## src/rtl/rf_wb_sched_pkg.sv

```systemverilog
// Shared definitions for the register-file writeback scheduler.
package rf_wb_sched_pkg;

    localparam int unsigned N_REGS   = 16;
    localparam int unsigned REG_ID_W = 5;
    localparam int unsigned XLEN     = 32;

    typedef logic [REG_ID_W-1:0] reg_id_t;

    typedef struct packed {
        logic            valid;
        reg_id_t         rd;
        logic [XLEN-1:0] data;
    } wb_req_t;

    typedef enum logic {
        SIDE_A = 1'b0,
        SIDE_B = 1'b1
    } rr_side_t;

    // Ids outside the implemented file alias to x0.
    function automatic logic id_live(input reg_id_t id);
        return (id != '0) && (int'(id) < int'(N_REGS));
    endfunction

endpackage

```

## src/rtl/rf_wb_sched_rr_arb2.sv

```systemverilog
// Two-way round-robin arbiter; the pointer only advances on contention.
module rr_arb2
    import rf_wb_sched_pkg::*;
(
    input  logic       clock,
    input  logic       reset_n,
    input  logic [1:0] req,
    output logic [1:0] gnt
);

    rr_side_t ptr;

    always_comb begin
        gnt = req;
        if (req == 2'b11) begin
            gnt = (ptr == SIDE_A) ? 2'b01 : 2'b10;
        end
    end

    always_ff @(posedge clock or negedge reset_n) begin
        if (!reset_n) begin
            ptr <= SIDE_A;
        end else if (req == 2'b11) begin
            ptr <= (ptr == SIDE_A) ? SIDE_B : SIDE_A;
        end
    end

endmodule

```

## src/rtl/rf_wb_sched.sv

```systemverilog
// Arbitrates ALU/load writebacks onto the single RF write port and
// tracks outstanding destinations to stall issue on RAW/WAW hazards.
module rf_wb_sched
    import rf_wb_sched_pkg::*;
(
    input  logic                clock,
    input  logic                reset_n,
    input  logic                flush,
    input  logic                iss_valid,
    input  logic [REG_ID_W-1:0] iss_rs1,
    input  logic [REG_ID_W-1:0] iss_rs2,
    input  logic [REG_ID_W-1:0] iss_rd,
    input  logic                iss_rd_wen,
    output logic                iss_stall,
    input  logic                a_valid,
    input  logic [REG_ID_W-1:0] a_rd,
    input  logic [XLEN-1:0]     a_data,
    output logic                a_ready,
    input  logic                b_valid,
    input  logic [REG_ID_W-1:0] b_rd,
    input  logic [XLEN-1:0]     b_data,
    output logic                b_ready,
    output logic                rf_wen,
    output logic [REG_ID_W-1:0] rf_rd,
    output logic [XLEN-1:0]     rf_wdata,
    output logic [N_REGS-1:0]   pending
);

    localparam int unsigned IDX_W = $clog2(N_REGS);

    function automatic logic pend_at(input reg_id_t id, input logic [N_REGS-1:0] p);
        return id_live(id) && p[id[IDX_W-1:0]];
    endfunction

    logic [1:0]        gnt;
    wb_req_t           a_req;
    wb_req_t           b_req;
    wb_req_t           win;
    logic              issue_ok;
    logic [N_REGS-1:0] set_mask;
    logic [N_REGS-1:0] clr_mask;
    logic [N_REGS-1:0] pending_nxt;

    rr_arb2 u_arb (
        .clock   (clock),
        .reset_n (reset_n),
        .req     ({b_valid, a_valid}),
        .gnt     (gnt)
    );

    assign a_ready = gnt[0];
    assign b_ready = gnt[1];

    always_comb begin
        a_req     = '{valid: a_valid, rd: a_rd, data: a_data};
        b_req     = '{valid: b_valid, rd: b_rd, data: b_data};
        win       = gnt[1] ? b_req : a_req;
        win.valid = |gnt;
    end

    always_comb begin
        iss_stall = iss_valid & (pend_at(iss_rs1, pending) | pend_at(iss_rs2, pending) |
                                 (iss_rd_wen & pend_at(iss_rd, pending)));
        issue_ok  = iss_valid & ~iss_stall & iss_rd_wen & id_live(iss_rd);
    end

    // Clear comes from the registered RF stage so a dependent issue cannot
    // read the RF in the same cycle the value is still being committed.
    always_comb begin
        set_mask = '0;
        clr_mask = '0;
        if (issue_ok) begin
            set_mask[iss_rd[IDX_W-1:0]] = 1'b1;
        end
        if (rf_wen && id_live(rf_rd)) begin
            clr_mask[rf_rd[IDX_W-1:0]] = 1'b1;
        end
        pending_nxt    = (pending & ~clr_mask) | set_mask;
        pending_nxt[0] = 1'b0;
    end

    always_ff @(posedge clock or negedge reset_n) begin
        if (!reset_n) begin
            pending <= '0;
        end else if (flush) begin
            pending <= '0;
        end else begin
            pending <= pending_nxt;
        end
    end

    always_ff @(posedge clock or negedge reset_n) begin
        if (!reset_n) begin
            rf_wen   <= 1'b0;
            rf_rd    <= '0;
            rf_wdata <= '0;
        end else if (win.valid) begin
            rf_wen   <= 1'b1;
            rf_rd    <= win.rd;
            rf_wdata <= win.data;
        end else begin
            rf_wen   <= 1'b0;
        end
    end

endmodule

```

## config.mk

```make
export PLATFORM = sky130hd
export DESIGN_NAME = rf_wb_sched
export DESIGN_NICKNAME = d
export VERILOG_FILES = /design/src/rtl/rf_wb_sched_pkg.sv /design/src/rtl/rf_wb_sched_rr_arb2.sv /design/src/rtl/rf_wb_sched.sv
export SDC_FILE = /design/constraint.sdc
export NUM_CORES = 1
export LEC_CHECK = 0
export BUFFER_PORTS_ARGS = -buffer_cell sky130_fd_sc_hd__buf_4
export CAP_MARGIN = 20
export CORE_UTILIZATION = 35
export CTS_BUF_LIST = sky130_fd_sc_hd__clkbuf_2 sky130_fd_sc_hd__clkbuf_4 sky130_fd_sc_hd__clkbuf_8
export CTS_CLUSTER_SIZE = 20
export DETAILED_ROUTE_END_ITERATION = 10
export PLACE_DENSITY = 0.71
export SLEW_MARGIN = 15
export SYNTH_ARGS = -nofsm -noshare
export SYNTH_HDL_FRONTEND = slang
export SYNTH_SLANG_ARGS = --single-unit
```

## constraint.sdc

```tcl
create_clock -name clock -period 2 [get_ports clock]
set_input_delay 0.1 -clock clock [delete_from_list [all_inputs] [get_ports clock]]
set_output_delay 0.1 -clock clock [all_outputs]
set_load 0.02 [all_outputs]
```

==> impl_metrics.tcl <==
set metrics [dict create \
    outcome "finished with violations" \
    failed_checks "setup timing" \
    synth_compound_gate_area_share_pct 17.4 \
    fin_total_pwr_uw 3360 \
    yosysUniqueCellTypes 44 \
    grt_max_degree 55 \
    dr.first_iter.drc_count 142 \
    detailedRoute.firstPassIterationCount 5 \
    detail_route.drc_violations 0 \
    max_fo_critical_path 5 \
    critical_path.reg2reg.startpoint "pending[14]" \
    tightestPinTransition_ns 0.698 \
    dieHeight_um 95.6 \
    port-buffer-count 151 \
    initial_core_util_pct 36.8 \
    drv.max_cap_violation_count 0 \
    worstSetupEndpointType "output port" \
    max_stage_delay_ns 0.48 \
    xor_xnor_portion_of_the_synthesized_cell_area_pct 0.286 \
    final.fill_count 702 \
    synth.yosys.seq_area_share_pct 44.1 \
    layout-area-overhead-vs-synth_pct 60.9 \
    slew_headroom_pct 53.5 \
    worstHoldStart "a_data[31]" \
    placement_rows 33 \
    finish.instance_area_sq_mm 0.00493 \
    hold_path_end "rf_wdata[31]" \
    vdd.ir_drop.worst_v 0.000466 \
    finalWeightedCongestion 0.914 \
    drive_above_1_share_pct 40.1 \
    adder_cell_fraction_of_synth_area_pct 0 \
    rr_worst_depth 7 \
    power.static_leakage_uw 0.00240 \
    dr_total_vias 3368 \
    ys.flop_type "sky130_fd_sc_hd__dfrtp_1" \
    post_synth_mux_area_share_pct 7.83 \
    worst_path_bufs_invs 1 \
    chipWidth_um 95.6 \
    hpwl_um 7270 \
    globalRouteTotalUtil_pct 22.7 \
    placed_area_sq_mm 0.00427 \
    critical_path_arrival_ns 1.96 \
    synth_top_family_by_area "simple AND/OR/NAND/NOR gates" \
    critical_path.startpoint "pending[13]" \
    synth_area_sq_mm 0.00307 \
    setup_viol 1 \
    power.density_mw_per_mm2 681 \
    tritoncts_clock_tree "yes" \
    layout_worst_path_cycle_share_pct 103 \
    post_synth.cell_area_avg_sq_um 9.24 \
    synth-warning-count 0 \
    start_kind "register" \
    wl_per_cell_um 16.3 \
    timing.critical_path.cells "mux4_2, o22a_1, o311ai_4, nand2_1, o21a_1, buf_6" \
    route.final.wire_length_um 10300 \
    global_route.overflow_total 0 \
    hold_class "input pin to register" \
    fraction_of_registers_with_async_set_or_reset_after_synthesis_pct 100 \
    fin_nets 626 \
    clk_root_buffer_cell "sky130_fd_sc_hd__clkbuf_8" \
    synth_cells 332 \
    clk_sinks 54 \
    achievable-frequency_mhz 486 \
    critical_path.reg2reg.endpoint "pending[1]" \
    dp_worst_setup_slack_ns 0.0816 \
    ios 153 \
    avgViaCountPerCell 5.30 \
    fin_skew_ns 0.00809 \
    cts_made_buffers 5 \
    worstSetupPathType "register to output port" \
    dieArea_sq_mm 0.00914 \
    grt_first_pass_wirelength_um 16000 \
    synth_seq_cells 54 \
    clkTransAtPathRegs_ns 0.10 \
    synth_fp_nets 428 \
    rsz0062_at_grt "yes" \
    clock_latency_ns 0.31 \
    number_of_enable_flip_flop_cells_after_synthesis 0 \
    htree_levels 2 \
    cts_buffer_depth 2 \
    layout_setup_ws_ns -0.0585 \
    critical-path-slowest-cell "sky130_fd_sc_hd__mux4_2" \
    required_ns 1.90 \
    final_max_slew_viol_count 0 \
    ff2ff_setup_slack_ns 0.10 \
    final_period_minus_worst_setup_slack_ns 2.06 \
    finalHoldViolCount 0 \
    antenna_found_initial 0 \
    critical-path-top-delay-family "compound AO/OA/AOI/OAI gates" \
    post_synthesis_simple_gate_area_fraction_pct 25.3 \
    hold_path_depth 3 \
    number_of_global_route_vias_before_repair 3348 \
    antenna-diode-count 0 \
    whs_ns 0.00277 \
    core-area_sq_mm 0.00834 \
    drt.antenna.violating_nets 0 \
]
## registers in the layout (all words and copies together), names as in the netlist
register / count
rf_wdata: 32
u_arb.ptr: 1
rf_wen: 1
rf_rd: 5
pending: 15
## through the flow
stage                     cells  setup TNS, ns  util [%]
after floorplan             332              0         -
final                       636        -0.0585      59.2
after detailed placement    570              0      51.2
after global routing        636         -0.138      59.2
after CTS                   632        -0.0525      58.7
after global placement      570              0      51.2
## per-layer routing
layer	global-route usage, %	share of wire (%)	vias to the layer above
li1	-	-	1584
met1	25.8	38	1594
met2	40.7	51	165
met3	4.94	7.2	25
met4	9.58	3.5	0
met5	0	0	-
## cell families after synthesis
family,Yosys count
AO/OA/AOI/OAI,67
XOR/XNOR,1
buffers and inverters,30
flip-flops,54
multiplexers,16
other,1
AND/OR/NAND/NOR,163
## repair_timing
action,in CTS,in global routing
pin swaps,3,0
setup endpoints to repair,1,2
buffers inserted,15,3
hold buffers,39,1
hold endpoints to repair,90,1
resized for setup,3,3
## Yosys cell counts (all sizes together), types with 2 or more instances
cell type  count  area [sq um]
nand2         86           323
dfrtp         54          1350
a22oi         37           278
nand3         23           115
clkbuf        18          67.6
o21ai         15           113
nand4         11          68.8
nor2          10          37.5
buf            9          73.8
mux2i          9          90.1
nor2b          7          43.8
mux4           6           139
nand2b         6          37.5
nor3b          6          45.0
nand3b         4          30.0
a21oi          3          15.0
and3           3          18.8
inv            3          11.3
o211ai         3          36.3
and2           2          12.5
nand4b         2          17.5
o311ai         2          35.0
## cells in the final DEF (no fill, tap or decap), types with 2 or more instances in the layout
master	n
sky130_fd_sc_hd__a21oi_1	3
sky130_fd_sc_hd__a22oi_1	37
sky130_fd_sc_hd__and2_1	2
sky130_fd_sc_hd__and3_1	3
sky130_fd_sc_hd__buf_4	177
sky130_fd_sc_hd__clkbuf_8	5
sky130_fd_sc_hd__dfrtp_1	53
sky130_fd_sc_hd__dlygate4sd3_1	40
sky130_fd_sc_hd__inv_1	3
sky130_fd_sc_hd__inv_6	2
sky130_fd_sc_hd__mux2i_1	9
sky130_fd_sc_hd__mux4_2	6
sky130_fd_sc_hd__nand2_1	86
sky130_fd_sc_hd__nand2b_1	6
sky130_fd_sc_hd__nand3_1	23
sky130_fd_sc_hd__nand3b_1	4
sky130_fd_sc_hd__nand4_1	11
sky130_fd_sc_hd__nand4b_1	2
sky130_fd_sc_hd__nor2_1	8
sky130_fd_sc_hd__nor2_2	2
sky130_fd_sc_hd__nor2b_1	7
sky130_fd_sc_hd__nor3b_1	6
sky130_fd_sc_hd__o211ai_1	2
sky130_fd_sc_hd__o21ai_1	3
sky130_fd_sc_hd__o21ai_2	11
## area by class of cell
cell class | count | area, sq um | area share (%)
repair buffers | 218 | 1740 | 35.3
multi-input cells | 248 | 1580 | 32.1
flip-flops and latches | 54 | 1350 | 27.4
well taps | 105 | 131 | 2.66
clock buffers | 5 | 68.8 | 1.39
clock inverters | 3 | 47.5 | 0.963
inverters | 3 | 11.3 | 0.228
## worst min-delay path, cell delays in order
cell,delay [ns]
sky130_fd_sc_hd__buf_4,0.08
sky130_fd_sc_hd__nand2_1,0.05
sky130_fd_sc_hd__nand2_1,0.06
## worst max path at each step
stage | depth (start not counted) | slack (ns) | endpoint
after floorplan | 6 | 0.17 | iss_stall
after global placement | 6 | 0.17 | iss_stall
after detailed placement | 6 | 0.08 | pending[13]
after CTS | 6 | -0.05 | iss_stall
after global routing | 6 | -0.14 | iss_stall
final | 6 | -0.06 | iss_stall
## where the power goes
part	internal, uW	total (uW)	switching, uW
combinational	564	1210	642
sequential	1250	1380	136
clock	383	769	386
total	2190	3360	1160
Note: power is estimated with default switching activity, not from simulation.
